[config.mk]
export PLATFORM = sky130hd
export DESIGN_NAME = alu_result_display
export DESIGN_NICKNAME = d
export VERILOG_FILES = /design/src/rtl/alu_disp_pkg.sv /design/src/rtl/pb_debounce.sv /design/src/rtl/alu_result_display.sv
export SDC_FILE = /design/constraint.sdc
export NUM_CORES = 1
export LEC_CHECK = 0
export BUFFER_PORTS_ARGS = -buffer_cell sky130_fd_sc_hd__buf_2
export CORE_MARGIN = 5
export CORE_UTILIZATION = 59
export CTS_CLUSTER_DIAMETER = 100
export DETAILED_ROUTE_END_ITERATION = 6
export PLACE_DENSITY = 0.8
export SYNTH_ARGS = -nofsm -noshare
export SYNTH_HDL_FRONTEND = slang
export SYNTH_SLANG_ARGS = --single-unit
[constraint.sdc]
create_clock -name CLOCK -period 3.37 [get_ports CLOCK]
set_input_delay 0 -clock CLOCK [delete_from_list [all_inputs] [get_ports CLOCK]]
set_output_delay 0 -clock CLOCK [all_outputs]
set_load 0.01 [all_outputs]
[src/rtl/alu_disp_pkg.sv]
// Shared display modes and seven-segment glyphs (active-low, bit0=a .. bit6=g, bit7=dp).
package alu_disp_pkg;

   typedef enum logic [1:0] {
      MODE_HEX  = 2'd0,
      MODE_UDEC = 2'd1,
      MODE_SDEC = 2'd2
   } disp_mode_e;

   localparam logic [7:0] SEG_BLANK = 8'hFF;
   localparam logic [7:0] SEG_MINUS = 8'hBF;
   localparam logic [7:0] SEG_A     = 8'h88;
   localparam logic [7:0] SEG_S     = 8'h92;

   function automatic logic [7:0] seg_hex(input logic [3:0] d);
      logic [7:0] s;
      case (d)
         4'h0:    s = 8'hC0;
         4'h1:    s = 8'hF9;
         4'h2:    s = 8'hA4;
         4'h3:    s = 8'hB0;
         4'h4:    s = 8'h99;
         4'h5:    s = 8'h92;
         4'h6:    s = 8'h82;
         4'h7:    s = 8'hF8;
         4'h8:    s = 8'h80;
         4'h9:    s = 8'h90;
         4'hA:    s = 8'h88;
         4'hB:    s = 8'h83;
         4'hC:    s = 8'hC6;
         4'hD:    s = 8'hA1;
         4'hE:    s = 8'h86;
         4'hF:    s = 8'h8E;
         default: s = SEG_BLANK;
      endcase
      return s;
   endfunction

endpackage

[src/rtl/pb_debounce.sv]
// Push-button debouncer: 2-FF synchronizer, N-cycle qualification, 1-cycle pulse on accepted press.
module pb_debounce #(
   parameter int CLK_HZ      = 10_000_000,
   parameter int DEBOUNCE_MS = 20
) (
   input  logic CLOCK,
   input  logic RST_N,
   input  logic btn_raw,
   output logic level,
   output logic rise_pulse
);
   localparam int N  = CLK_HZ / 1000 * DEBOUNCE_MS;
   localparam int CW = (N > 1) ? $clog2(N) : 1;
   localparam logic [CW-1:0] CNT_LAST = CW'(N - 1);

   logic [1:0]    sync_q;
   logic [CW-1:0] cnt_q, cnt_d;
   logic          level_q, level_d;
   logic          rise_q, rise_d;

   // Qualification: any cycle where the synced input agrees with the accepted level restarts the count.
   always_comb begin
      cnt_d   = cnt_q;
      level_d = level_q;
      rise_d  = 1'b0;
      if (sync_q[1] != level_q) begin
         if (cnt_q == CNT_LAST) begin
            cnt_d   = '0;
            level_d = ~level_q;
            rise_d  = ~level_q;
         end else begin
            cnt_d = cnt_q + CW'(1);
         end
      end else begin
         cnt_d = '0;
      end
   end

   // Synchronizer and debounce state.
   always_ff @(posedge CLOCK or negedge RST_N) begin
      if (!RST_N) begin
         sync_q  <= 2'b00;
         cnt_q   <= '0;
         level_q <= 1'b0;
         rise_q  <= 1'b0;
      end else begin
         sync_q  <= {sync_q[0], btn_raw};
         cnt_q   <= cnt_d;
         level_q <= level_d;
         rise_q  <= rise_d;
      end
   end

   assign level      = level_q;
   assign rise_pulse = rise_q;

endmodule

[src/rtl/alu_result_display.sv]
// Captures ALU result/flags/op on a button press and renders it on four digits in HEX/UDEC/SDEC.
// Optional build macro DISP_DP_FLAGS_EN: held flags shown on the decimal points.
module alu_result_display
   import alu_disp_pkg::*;
#(
   parameter int CLK_HZ      = 10_000_000,
   parameter int DEBOUNCE_MS = 20,
   parameter int BLINK_HZ    = 2
) (
   input  logic       CLOCK,
   input  logic       RST_N,
   input  logic [3:0] F,
   input  logic [3:0] FLAGS,
   input  logic       M,
   input  logic       PB_CAPTURE,
   input  logic       PB_MODE,
   output logic [7:0] SD3,
   output logic [7:0] SD2,
   output logic [7:0] SD1,
   output logic [7:0] SD0,
   output logic [1:0] MODE,
   output logic       HELD_VALID
);
   localparam int BLINK_HALF = CLK_HZ / (2 * BLINK_HZ);
   localparam int BW = (BLINK_HALF > 1) ? $clog2(BLINK_HALF) : 1;
   localparam logic [BW-1:0] BLINK_LAST = BW'(BLINK_HALF - 1);

   logic          cap_pulse_s, mode_pulse_s;
   logic          cap_level_unused_s, mode_level_unused_s;
   logic [3:0]    held_f_q, held_f_d;
   logic [3:0]    held_flags_q, held_flags_d;
   logic          held_m_q, held_m_d;
   logic          valid_q, valid_d;
   logic [1:0]    mode_q, mode_d, mode_next_s;
   logic [BW-1:0] blink_cnt_q, blink_cnt_d;
   logic          blink_ph_q, blink_ph_d;
   logic          blink_en_s;
   logic [3:0]    mag_s;
   logic [7:0]    sd3_q, sd2_q, sd1_q, sd0_q;
   logic [7:0]    sd3_d, sd2_d, sd1_d, sd0_d;

   pb_debounce #(.CLK_HZ(CLK_HZ), .DEBOUNCE_MS(DEBOUNCE_MS)) u_cap_db (
      .CLOCK      (CLOCK),
      .RST_N      (RST_N),
      .btn_raw    (PB_CAPTURE),
      .level      (cap_level_unused_s),
      .rise_pulse (cap_pulse_s)
   );

   pb_debounce #(.CLK_HZ(CLK_HZ), .DEBOUNCE_MS(DEBOUNCE_MS)) u_mode_db (
      .CLOCK      (CLOCK),
      .RST_N      (RST_N),
      .btn_raw    (PB_MODE),
      .level      (mode_level_unused_s),
      .rise_pulse (mode_pulse_s)
   );

   // Mode sequence; the unused encoding behaves like HEX.
   always_comb begin
      case (mode_q)
         MODE_HEX:  mode_next_s = MODE_UDEC;
         MODE_UDEC: mode_next_s = MODE_SDEC;
         MODE_SDEC: mode_next_s = MODE_HEX;
         default:   mode_next_s = MODE_UDEC;
      endcase
   end

   // Held data, mode and free-running blink phase.
   always_comb begin
      held_f_d     = held_f_q;
      held_flags_d = held_flags_q;
      held_m_d     = held_m_q;
      valid_d      = valid_q;
      if (cap_pulse_s) begin
         held_f_d     = F;
         held_flags_d = FLAGS;
         held_m_d     = M;
         valid_d      = 1'b1;
      end else begin
         valid_d = valid_q;
      end
      if (mode_pulse_s) begin
         mode_d = mode_next_s;
      end else begin
         mode_d = mode_q;
      end
      if (blink_cnt_q == BLINK_LAST) begin
         blink_cnt_d = '0;
         blink_ph_d  = ~blink_ph_q;
      end else begin
         blink_cnt_d = blink_cnt_q + BW'(1);
         blink_ph_d  = blink_ph_q;
      end
   end

   assign blink_en_s = ((mode_q == MODE_SDEC) && held_flags_q[1]) ||
                       ((mode_q == MODE_UDEC) && held_flags_q[0]);
   assign mag_s = (~held_f_q) + 4'd1;

   // Digit rendering from the held state; registered one cycle later.
   always_comb begin
      sd3_d = SEG_MINUS;
      sd2_d = SEG_MINUS;
      sd1_d = SEG_MINUS;
      sd0_d = SEG_MINUS;
      if (valid_q) begin
         sd3_d = held_m_q ? SEG_S : SEG_A;
         sd2_d = SEG_BLANK;
         sd1_d = SEG_BLANK;
         sd0_d = seg_hex(held_f_q);
         case (mode_q)
            MODE_UDEC: begin
               if (held_f_q > 4'd9) begin
                  sd1_d = seg_hex(4'd1);
                  sd0_d = seg_hex(held_f_q - 4'd10);
               end else begin
                  sd0_d = seg_hex(held_f_q);
               end
            end
            MODE_SDEC: begin
               if (held_f_q[3]) begin
                  sd2_d = SEG_MINUS;
                  sd0_d = seg_hex(mag_s);
               end else begin
                  sd0_d = seg_hex(held_f_q);
               end
            end
            default: sd0_d = seg_hex(held_f_q);
         endcase
         if (blink_ph_q && blink_en_s) begin
            sd2_d = SEG_BLANK;
            sd1_d = SEG_BLANK;
            sd0_d = SEG_BLANK;
         end else begin
            sd2_d = sd2_d;
         end
`ifdef DISP_DP_FLAGS_EN
         sd0_d[7] = ~held_flags_q[0];
         sd1_d[7] = ~held_flags_q[1];
         sd2_d[7] = ~held_flags_q[2];
         sd3_d[7] = ~held_flags_q[3];
`endif
      end else begin
         sd0_d = SEG_MINUS;
      end
   end

`ifndef DISP_DP_FLAGS_EN
   logic flags_unused_s;
   assign flags_unused_s = ^held_flags_q[3:2];
`endif

   // State and output registers.
   always_ff @(posedge CLOCK or negedge RST_N) begin
      if (!RST_N) begin
         held_f_q     <= 4'd0;
         held_flags_q <= 4'd0;
         held_m_q     <= 1'b0;
         valid_q      <= 1'b0;
         mode_q       <= MODE_HEX;
         blink_cnt_q  <= '0;
         blink_ph_q   <= 1'b0;
         sd3_q        <= SEG_MINUS;
         sd2_q        <= SEG_MINUS;
         sd1_q        <= SEG_MINUS;
         sd0_q        <= SEG_MINUS;
      end else begin
         held_f_q     <= held_f_d;
         held_flags_q <= held_flags_d;
         held_m_q     <= held_m_d;
         valid_q      <= valid_d;
         mode_q       <= mode_d;
         blink_cnt_q  <= blink_cnt_d;
         blink_ph_q   <= blink_ph_d;
         sd3_q        <= sd3_d;
         sd2_q        <= sd2_d;
         sd1_q        <= sd1_d;
         sd0_q        <= sd0_d;
      end
   end

   assign SD3        = sd3_q;
   assign SD2        = sd2_q;
   assign SD1        = sd1_q;
   assign SD0        = sd0_q;
   assign MODE       = mode_q;
   assign HELD_VALID = valid_q;

endmodule

==> key figures, run 1 <==
Place
  • Hpwl dp: 6590 µm
  • Dpl cells: about 620
  • IO buf count: 30
  • RePlAce Congestion: 0.970

Detailed routing
  • Vias: between 3k and 4k
  • Wire length per cell: between 15 and 20 µm
  • DRC violations left: 0
  • Final ANT Viol Nets: 0
  • Drt initial violations: 189
  • Routed Wire Length: 9840 µm
  • Vias/cell: ~5.8
  • Drt pass-1 iters: 5

Synth
  • Synth top area share: 0.409
  • Seq/Total Area, Yosys: 0.462
  • Most frequent cells after synthesis: 80 x dfrtp_1, 54 x nor2_1, 42 x nand2_1
  • Post-synth EDFFs: 0
  • Top-count cell post-synth: dfrtp_1
  • Mapped Cells: 504
  • FF+latch count, synth: 90
  • Dominant synthesized flop cell: dfrtp_1
  • Avg Cell Area, Syn: 9.72 µm²
  • Async SR Flop Fraction: 1.00
  • Top cells by area, synth: dfrtp_1 41%, xor2_1 6.1%, dfstp_2 5.4%
  • Count of cell types in the netlist: 55
  • Cell taking the most area after synthesis: dfrtp_1
  • Synth warn: 0
  • Syn Std Cell Area: ~4900 µm²

Clocking
  • Setup Buffers After CTS: 0
  • Clock buffer depth: 2
  • H-tree Lvls: 3
  • CTS root buf: clkbuf_8
  • Clk slew on worst S/H paths: roughly 80 ps
  • CTS tree: built
  • Num CTS Buffers: 9
  • Worst-skew pair later-pin latency: 360 ps
  • CTS Sinks: 90

Setup path
  • Slowest cell on crit path: dfrtp_1
  • CP max FO: 18
  • CP bufs+invs: 2
  • Critical path data required time: 3620 ps
  • Crit path largest cell delay: approximately 720 ps
  • Flop-to-flop setup slack: 710 ps
  • Critical Path AT: between 2000 and 3000 ps
  • Crit start category: register
  • Worst-path cell chain: inv_1 > ha_1 > xor2_1 > buf_4 > mux2i_1 > o21ai_0 > and2_1 > o31a_1
  • CP top delay family: flip-flops
  • Worst Setup Path Type: register to register
  • Critical path capture point type: register

Floorplanning
  • Initial Util: 0.602
  • Core Region: around 8100 µm²
  • Row count: 33
  • Io pins: 48
  • Chip height: 101 µm
  • Die Span X: around 100 µm
  • Die area: slightly above 10000 µm²

Cells and area
  • Layout area overhead: 8.48%
  • Diode count: 0
  • Final nets: ~560
  • Share of post-route cells with drive strength above 1: 0.130
  • Layout Cells excl Fill: approximately 650

Timing
  • Rel. slew slack: 0.386
  • Hold_ws: around 280 ps
  • Tcrit/Tclk final: 0.789
  • Fin crit period: 2660 ps
  • Tightest Pin Transition: 912 ps
  • Final hold violation count: 0
  • Clk_skew: roughly 10 ps
  • RSZ-0062 raised after global routing: false
  • Final slew viol count: 0
  • Setup-failing EPs final: 0
  • Final TNS setup: 0 ps
  • Fmax achieved: between 0.3 and 0.4 GHz

Pwr
  • Pwr dens: 355 nW/µm²
  • Leakage power: approximately 2.3 nW
  • VDD IR max: between 0.0002 and 0.00025 V
  • PnR Total Power: 1.89 mW

Job
  • Max-Cap Viols: 0

Global route
  • Number of global-route vias before repair: about 3.5k
  • Global-route usage over all layers: 0.201
  • Global-route wire length before repair: 16500 µm
  • Total gr overflow: 0
  • Initial antenna violation count: 0
  • Largest net degree at the start of global routing: 68

Min path
  • Worst min path class: input port to async pin

Status
  • Run status: finished, final reports clean
## power breakdown
part | leakage [nW] | switching [mW] | internal, mW
registers | 1.18 | 0.00877 | 1.09
logic | 1.06 | 0.0432 | 0.0198
clock network | 0.0872 | 0.381 | 0.347
total | 2.32 | 0.433 | 1.45
## worst reg2reg max path: stages, from the launching register on
cell     delay (ps)
dfrtp_1         720
inv_1           410
ha_1            340
xor2_1          150
buf_4           200
mux2i_1         190
o21ai_0          90
and2_1          170
o31a_1          280
## stage by stage
stage          instance area, µm²  setup WS (ps)   util
4_1_cts                      5310            762  0.653
3_3_place_gp                 5020            791  0.618
3_5_place_dp                 5020            800  0.618
6_report                     5310            710  0.653
2_1_floorplan                4950            982      -
5_1_grt                      5310            510  0.653
## area by class of cell
type / instances / area [µm²]
repair buffers: 45 / 290
clock inverters: 4 / 53.8
flip-flops and latches: 90 / 2260
well taps: 105 / 131
clock buffers: 12 / 135
multi-input cells: 374 / 2380
inverters: 15 / 56.3
fillers: 645 / 2820
## state kept, by name, summed over array words and instances (netlist names)
| name | count |
|---|---|
| HELD_VALID | 1 |
| MODE | 2 |
| SD0 | 7 |
| SD1 | 2 |
| SD2 | 1 |
| SD3 | 3 |
| blink_cnt_q | 22 |
| blink_ph_q | 1 |
| held_f_q | 4 |
| held_flags_q | 2 |
| held_m_q | 1 |
| u_cap_db.cnt_q | 18 |
| u_cap_db.level | 1 |
| u_cap_db.rise_pulse | 1 |
| u_cap_db.sync_q | 2 |
| u_mode_db.cnt_q | 18 |
| u_mode_db.level | 1 |
| u_mode_db.rise_pulse | 1 |
| u_mode_db.sync_q | 2 |
## final timing paths
check	from	endpoint	cells past startpoint
worst min-delay path	RST_N	held_f_q[3]	2
worst max register to register	held_f_q[2]	SD0[6]	8
worst min register to register	u_mode_db.sync_q[0]	u_mode_db.sync_q[1]	0
max in group asynchronous	RST_N	SD3[4]	3
worst max-delay path	held_f_q[2]	SD0[6]	8
min in group CLOCK	PB_CAPTURE	u_cap_db.sync_q[0]	2
## what timing repair did
action | 4_1_cts | 5_1_grt
endpoints found under the hold margin | 66 | 0
resized for setup | 0 | 0
hold buffers | 10 | 0
## cell usage in the layout (no fill, tap or decap), drive strengths merged, types with 9 or more instances in the layout
master,synthesis,final
xnor2,23,23
dfstp,10,10
a21oi,15,15
nor2,54,54
dfrtp,80,80
o21ai,19,19
ha,15,15
nand3,34,34
nand4,16,16
xor2,34,34
inv,15,16
and3,12,12
buf,27,35
conb,2,15
nor3,9,9
dlygate4sd3,0,10
nand2,42,42
clkbuf,11,12
## logic make-up (layout without fill, tap and decap cells)
kind of cell,after synthesis,in the layout,synth area share
compound gates,60,60,0.0766
xor+xnor,57,57,0.102
fa+ha+maj,15,15,0.0383
buf+inv,53,76,0.0613
flops,90,90,0.462
mux,14,14,0.0355
other cells,2,15,0.00153
simple gates,213,213,0.222
## metal layers
layer | GRT usage | share of wire | up-vias
li1 | - | - | 1778
met1 | 0.277 | 0.44 | 1818
met2 | 0.314 | 0.48 | 120
met3 | 0.0401 | 0.063 | 17
met4 | 0.0808 | 0.018 | 0
met5 | 0 | 0 | -
Note: power is estimated with default switching activity, not from simulation.
==> inputs of run 2 (changes only) <==
- ABC_AREA: unset -> 1
- CORE_UTILIZATION: 59 -> 54
- PLACE_DENSITY: 0.8 -> 0.76
- clock period: 3.37 -> 2.2 ns (I/O delays scaled with it)
==> run 2 against run 1 <==
Largest power group unchanged. Non-clock buffer count grew 6. Combinational power up 63%. Clock skew shrank 1.3 ps. Critical path depth rose by 4. Design area increased by 10%. Highest routed layer unchanged. Wire length rose by 13%. Final cell count is 33% higher. Sequential share of layout area down 3.8 points.
==> key figures, run 2 <==
Detailed routing
  • Wire length per cell: 13.0 µm (was 15.3 µm)
  • Final ANT Viol Nets: 0 (unchanged)
  • Drt pass-1 iters: 5 (unchanged)
  • Vias/cell: 5.12 (was 5.79)
  • Drt initial violations: 210 (was 189)
  • Vias: 4380 (was 3733)
  • Routed Wire Length: 11100 µm (was 9840 µm)
  • DRC violations left: 0 (unchanged)

Setup path
  • Worst-path cell chain: inv_2 > ha_2 > inv_1 > nand2_1 > nand2_1 > nand2_1 > nand3_1 > nand2_1 > nand2_1 > nand2_1 > nand2_1 > a21oi_1 (was inv_1 > ha_1 > xor2_1 > buf_4 > mux2i_1 > o21ai_0 > and2_1 > o31a_1)
  • Critical path capture point type: register (unchanged)
  • Critical Path AT: 2200 ps (was 2910 ps)
  • FF-to-FF Start: held_f_q[2] (unchanged)
  • Reg2reg end: SD0[6] (unchanged)
  • Flop-to-flop setup slack: 280 ps (was 710 ps)
  • Critical Path Most Common Cell: nand2_1
  • Worst Setup Path Type: register to register (unchanged)
  • R2R cell count: 12 (was 8)
  • Critical path data required time: 2480 ps (was 3620 ps)
  • Crit start category: register (unchanged)
  • CP max FO: 9 (was 18)
  • Crit path largest cell delay: 520 ps (was 720 ps)
  • Slowest cell on crit path: dfrtp_1 (unchanged)

Cells and area
  • # fillers: 862 (was 645)
  • Final nets: 746 (was 563)
  • Diode count: 0 (unchanged)
  • Most frequent cells in the layout: 160 x nand2_1, 84 x inv_1, 79 x dfrtp_1 (was 80 x dfrtp_1, 54 x nor2_1, 42 x nand2_1)
  • Layout area overhead: 10.2% (was 8.48%)
  • Largest Register: blink_cnt_q (unchanged)
  • Commonest non-fill, non-tap cell in the layout: nand2_1 (was dfrtp_1)
  • Share of post-route cells with drive strength above 1: 0.140 (was 0.130)
  • Largest registers: blink_cnt_q x22, u_cap_db.cnt_q x18, u_mode_db.cnt_q x18 (unchanged)
  • Max FFs per register: 22 (unchanged)

Synth
  • Count of cell types in the netlist: 42 (was 55)
  • Dominant synthesized flop cell: dfrtp_1 (unchanged)
  • Synth warn: 0 (unchanged)
  • Top-count cell post-synth: nand2_1 (was dfrtp_1)
  • FF+latch count, synth: 90 (unchanged)
  • Avg Cell Area, Syn: 7.92 µm² (was 9.72 µm²)
  • Async SR Flop Fraction: 1.00 (unchanged)
  • Top cells by area, synth: dfrtp_1 38%, nand2_1 11%, inv_1 6.0% (was dfrtp_1 41%, xor2_1 6.1%, dfstp_2 5.4%)
  • Post-synth EDFFs: 0 (unchanged)
  • Mapped Cells: 670 (was 504)
  • Syn Std Cell Area: 5300 µm² (was 4900 µm²)
  • Synth top area share: 0.377 (was 0.409)
  • Cell taking the most area after synthesis: dfrtp_1 (unchanged)
  • Most frequent cells after synthesis: 160 x nand2_1, 85 x inv_1, 80 x dfrtp_1 (was 80 x dfrtp_1, 54 x nor2_1, 42 x nand2_1)
  • Seq/Total Area, Yosys: 0.427 (was 0.462)

Global route
  • GR peak layer: met2 (unchanged)
  • Routing usage on met3: 0.0444 (was 0.0401)
  • Total gr overflow: 0 (unchanged)
  • Met1 Usage GRT: 0.263 (was 0.277)
  • Global-route usage over all layers: 0.200 (was 0.201)
  • Met2 Track Usage GR: 0.336 (was 0.314)
  • Initial antenna violation count: 0 (unchanged)
  • Largest net degree at the start of global routing: 47 (was 68)
  • Number of global-route vias before repair: 4245 (was 3498)
  • Global-route wire length before repair: 19000 µm (was 16500 µm)

Floorplanning
  • Io pins: 48 (unchanged)
  • Die Span X: 109 µm (was 101 µm)
  • Chip height: 109 µm (was 101 µm)
  • Initial Util: 0.548 (was 0.602)
  • Row count: 36 (was 33)
  • Core Region: 9680 µm² (was 8130 µm²)
  • Die area: 11900 µm² (was 10200 µm²)

Place
  • IO buf count: 30 (unchanged)
  • RePlAce Congestion: 0.925 (was 0.970)
  • Hpwl dp: 8540 µm (was 6590 µm)
  • Dpl ws: 236 ps (was 800 ps)

Timing
  • Worst setup margin: 277 ps (was 710 ps)
  • Rel. slew slack: 0.625 (was 0.386)
  • Final TNS setup: 0 ps (unchanged)
  • Fmax achieved: 0.520 GHz (was 0.376 GHz)
  • Fin crit period: 1920 ps (was 2660 ps)
  • Final slew viol count: 0 (unchanged)
  • Tightest Pin Transition: 562 ps (was 912 ps)
  • Clk_skew: 8.85 ps (was 10.1 ps)
  • RSZ-0062 raised after global routing: false (unchanged)
  • Hold_ws: 189 ps (was 281 ps)
  • Tcrit/Tclk final: 0.874 (was 0.789)
  • Final hold violation count: 0 (unchanged)
  • Setup-failing EPs final: 0 (unchanged)

Pwr
  • Reg power frac: 0.574 (was 0.581)
  • Net load switching power: 0.659 mW (was 0.433 mW)
  • Pwr dens: 499 nW/µm² (was 355 nW/µm²)
  • VDD IR max: 0.000365 V (was 0.000228 V)
  • Leakage power: 2.74 nW (was 2.32 nW)
  • Gate power share: 0.035 (was 0.033)
  • Pint: 2.26 mW (was 1.45 mW)
  • Clock power share: 0.390 (was 0.386)
  • Switching Share: 0.226 (was 0.229)

Clocking
  • Num CTS Buffers: 9 (unchanged)
  • Clock buffer depth: 2 (unchanged)
  • CTS root buf: clkbuf_8 (unchanged)
  • H-tree Lvls: 3 (unchanged)
  • CTS tree: built (unchanged)
  • Worst-skew pair later-pin latency: 350 ps (was 360 ps)
  • Clk slew on worst S/H paths: 80 ps (about the same)
  • CTS Sinks: 90 (unchanged)

Job
  • Max-Cap Viols: 0 (unchanged)

Min path
  • Worst min path class: input port to async pin (unchanged)

Status
  • Run status: finished, final reports clean (unchanged)
run 2: changes by cell type after synthesis, sizes merged, moves of 7 or more:
cell and change:
and3 -9, and4 -7, nand4 +7, nand2 +126
xnor2 -18, clkbuf -10, nor2 +33, mux2 -7
inv +72, nor3 +20
run 2: area by class of cell:
type	instances	area, µm²	area share
clock buffer	10	138	0.0236
inverter	87	330	0.0565
multi-input combinational	479	2540	0.435
tap	133	166	0.0285
sequential	90	2270	0.388
clock inverter	6	65.1	0.0111
timing repair buffer	51	335	0.0574
run 2: power by group through the flow:
stage,sequential (mW),combinational [mW],clock [mW]
3_3_place_gp,1.71,0.0904,0
5_1_grt,1.68,0.121,1.26
6_report,1.68,0.103,1.14
3_5_place_dp,1.71,0.0926,0
4_1_cts,1.68,0.106,1.18
2_1_floorplan,1.71,0.0578,0
run 2: layer usage:
| metal | vias up | part of all wire |
|---|---|---|
| met5 | - | 0 |
| met4 | 0 | 0.013 |
| met3 | 21 | 0.060 |
| met2 | 141 | 0.47 |
| met1 | 2018 | 0.46 |
| li1 | 2200 | - |
run 2: repair_timing:
| item | in CTS | in global routing |
|---|---|---|
| buffers inserted | 0 | 3 |
| gates resized for setup | 0 | 3 |
| setup endpoints to repair | 0 | 2 |
| hold buffers | 10 | 0 |
| hold endpoints to repair | 43 | 0 |
run 2: critical path: cells and delay by family, from the launching register on:
family | cells | cell delay (ps)
AOI/OAI and AO/OA | 1 | 110
and+or+nand+nor | 8 | 510
buffers and inverters | 2 | 290
DFF | 1 | 520
adders and majority gates | 1 | 420
run 2: stage by stage:
stage | cells | total power [mW] | instance area (µm²) | utilization
finish | 856 | 2.92 | 5840 | 0.603
detailed placement | 827 | 1.80 | 5510 | 0.569
global route | 856 | 3.06 | 5840 | 0.603
CTS | 853 | 2.96 | 5810 | 0.600
global placement | 827 | 1.80 | 5510 | 0.569
floorplan | 683 | 1.76 | 5350 | -
run 2: cells by family after synthesis:
family,share of synthesized area
DFF,0.427
AOI/OAI and AO/OA,0.0639
adders and majority gates,0.0354
other,0.00142
xor gates and xnor gates,0.0578
and+or+nand+nor,0.311
buffers and inverters,0.103
run 2: worst max path at each step:
stage	slack, ps	from	endpoint	depth (start not counted)
after floorplan	520	held_f_q[1]	SD0[3]	13
after global placement	290	held_f_q[1]	SD0[3]	13
after detailed placement	240	held_f_q[1]	SD0[6]	12
after CTS	210	held_f_q[1]	SD0[6]	12
after global routing	50	held_f_q[2]	SD0[6]	12
final	280	held_f_q[2]	SD0[6]	12
==> inputs of run 3 (changes only) <==
- CELL_PAD_IN_SITES_DETAIL_PLACEMENT: unset -> 0
- CELL_PAD_IN_SITES_GLOBAL_PLACEMENT: unset -> 1
- CORE_UTILIZATION: 54 -> 40
==> run 3 against run 2 <==
Count of clock-buffer cells in the layout is 2 higher. Sequential share of layout area down 0.92 points. Critical path depth decreased by 4. Final cell count is 4.9% higher. Design area rose by 2.4%. Non-clock buffer count is 1 lower. Wire length up 3.7%. Clock power is 32% higher. Combinational power barely moved. Clock skew rose by 2.9 ps. Utilization decreased by 15 points. Critical path type unchanged. Critical endpoint is now SD0[1]. Largest cell class unchanged.
==> key figures, run 3 (synthesis results as in run 2) <==
Setup path
  • Critical Path AT: 2240 ps (was 2200 ps)
  • Crit path largest cell delay: 520 ps (about the same)
  • Crit start category: register (unchanged)
  • Slowest cell on crit path: dfrtp_1 (unchanged)
  • Critical Path Most Common Cell: inv_1 (was nand2_1)
  • R2R cell count: 8 (was 12)
  • Critical path data required time: 2430 ps (was 2480 ps)
  • CP bufs+invs: 3 (was 2)
  • Worst-path cell chain: inv_1 > buf_4 > ha_1 > inv_1 > nor3_1 > o21bai_1 > a21oi_1 > o211ai_1 (was inv_2 > ha_2 > inv_1 > nand2_1 > nand2_1 > nand2_1 > nand3_1 > nand2_1 > nand2_1 > nand2_1 > nand2_1 > a21oi_1)
  • Worst Setup Path Type: register to register (unchanged)
  • Flop-to-flop setup slack: 190 ps (was 280 ps)
  • CP max FO: 8 (was 9)
  • CP top delay family: flip-flops (unchanged)
  • Critical path capture point type: register (unchanged)
  • FF-to-FF Start: held_f_q[0] (was held_f_q[2])
  • Reg2reg end: SD0[1] (was SD0[6])

Global route
  • Largest net degree at the start of global routing: 40 (was 47)
  • Number of global-route vias before repair: 4166 (was 4245)
  • Met1 Usage GRT: 0.215 (was 0.263)
  • Global-route wire length before repair: 19900 µm (was 19000 µm)
  • Initial antenna violation count: 0 (unchanged)
  • Total gr overflow: 0 (unchanged)
  • Global-route usage over all layers: 0.154 (was 0.200)
  • Routing usage on met3: 0.0294 (was 0.0444)
  • Met2 Track Usage GR: 0.237 (was 0.336)
  • GR peak layer: met2 (unchanged)

Floorplanning
  • Chip height: 125 µm (was 109 µm)
  • Die area: 15700 µm² (was 11900 µm²)
  • Die Span X: 125 µm (was 109 µm)
  • Row count: 42 (was 36)
  • Io pins: 48 (unchanged)
  • Core Region: 13100 µm² (was 9680 µm²)
  • Initial Util: 0.404 (was 0.548)

Detailed routing
  • Drt pass-1 iters: 4 (was 5)
  • DRC violations left: 0 (unchanged)
  • Vias: 4317 (was 4380)
  • Vias/cell: 4.81 (was 5.12)
  • Routed Wire Length: 11600 µm (was 11100 µm)
  • Wire length per cell: 12.9 µm (was 13.0 µm)
  • Drt initial violations: 231 (was 210)
  • Final ANT Viol Nets: 0 (unchanged)

Timing
  • Fmax achieved: 0.497 GHz (was 0.520 GHz)
  • Final slew viol count: 0 (unchanged)
  • Clk_skew: 11.7 ps (was 8.85 ps)
  • Fin crit period: 2010 ps (was 1920 ps)
  • Final hold violation count: 0 (unchanged)
  • Setup-failing EPs final: 0 (unchanged)
  • Tcrit/Tclk final: 0.915 (was 0.874)

Place
  • Hpwl dp: 8880 µm (was 8540 µm)
  • RePlAce Congestion: 0.954 (was 0.925)
  • IO buf count: 30 (unchanged)

Cells and area
  • Largest Register: blink_cnt_q (unchanged)
  • Max FFs per register: 22 (unchanged)
  • Final core occ: 0.456 (was 0.603)
  • Diode count: 0 (unchanged)
  • Layout area overhead: 12.8% (was 10.2%)
  • Most frequent cells in the layout: 160 x nand2_1, 84 x inv_1, 79 x dfrtp_1 (unchanged)
  • Share of post-route cells with drive strength above 1: 0.133 (was 0.140)
  • Largest registers: blink_cnt_q x22, u_cap_db.cnt_q x18, u_mode_db.cnt_q x18 (unchanged)
  • Final nets: 745 (was 746)
  • Commonest non-fill, non-tap cell in the layout: nand2_1 (unchanged)

Clocking
  • CTS root buf: clkbuf_16 (was clkbuf_8)
  • Clock buffer depth: 2 (unchanged)
  • CTS Sinks: 90 (unchanged)
  • Num CTS Buffers: 9 (unchanged)
  • H-tree Lvls: 3 (unchanged)
  • CTS tree: built (unchanged)
  • Worst-skew pair later-pin latency: 340 ps (was 350 ps)
  • Clk slew on worst S/H paths: 70 ps (was 80 ps)

Pwr
  • Pwr dens: 551 nW/µm² (was 499 nW/µm²)
  • VDD IR max: 0.000285 V (was 0.000365 V)
  • PnR Total Power: 3.29 mW (was 2.92 mW)
  • Leakage power: 2.77 nW (was 2.74 nW)

Status
  • Run status: finished, final reports clean (unchanged)

Job
  • Max-Cap Viols: 0 (unchanged)

Min path
  • Worst min path class: input port to async pin (unchanged)
[run 3: cell types whose count changed in the layout (fill, tap and decap cells not counted)]
cell	previous run	this run
buf_4	12	10
ha_1	14	15
clkbuf_1	0	3
clkbuf_16	0	9
clkbuf_8	10	0
ha_2	1	0
clkinv_4	1	0
buf_12	0	1
clkinv_2	2	1
[run 3: worst reg2reg max path, cell delays in order (launching register included)]
cell,delay (ps)
dfrtp_1,520
inv_1,180
buf_4,190
ha_1,360
inv_1,80
nor3_1,180
o21bai_1,160
a21oi_1,90
o211ai_1,140
[run 3: power by group]
| group | internal (mW) | switching (mW) | total (mW) |
|---|---|---|---|
| clock network | 0.884 | 0.627 | 1.51 |
| registers | 1.67 | 0.00985 | 1.68 |
| logic | 0.0345 | 0.0714 | 0.106 |
| total | 2.59 | 0.708 | 3.29 |
[run 3: repair_timing]
| item | CTS | global route |
|---|---|---|
| setup endpoints to repair | 0 | 3 |
| endpoints found under the hold margin | 46 | 0 |
| setup buffers | 0 | 4 |
| resized for setup | 0 | 2 |
| hold buffers | 10 | 0 |
[run 3: cell type report]
cell class	instances	area, µm²
Multi-Input combinational cell	479	2540
Clock buffer	12	236
Fill cell	1307	7150
Tap cell	176	220
Timing Repair Buffer	50	340
Sequential cell	90	2270
Clock inverter	4	51.3
Inverter	87	330
[run 3: layer usage]
layer,vias up,wire (µm)
met4,0,202
met1,2015,5730
met2,72,5250
met5,-,0
met3,17,387
li1,2213,-
[run 3: worst max path at each step]
stage	start	endpoint	slack [ps]	cells past startpoint
floorplan	held_f_q[1]	SD0[3]	520	13
global placement	held_f_q[1]	SD0[3]	270	13
detailed placement	held_f_q[1]	SD0[3]	220	13
CTS	held_f_q[1]	SD0[3]	190	13
global route	held_f_q[0]	SD0[3]	-20	13
finish	held_f_q[0]	SD0[1]	190	8
[run 3: per-stage QoR]
step / area (µm²) / worst slack, ps / TNS, ps / std cells / hold WS, ps
after floorplan: 5350 / 517 / 0 / 683 / -296
after global placement: 5560 / 272 / 0 / 868 / -5.43
after detailed placement: 5560 / 222 / 0 / 868 / 5.00
after CTS: 5950 / 187 / 0 / 894 / 175
after global routing: 5980 / -18.8 / -18.8 / 898 / 221
final: 5980 / 188 / 0 / 898 / 173
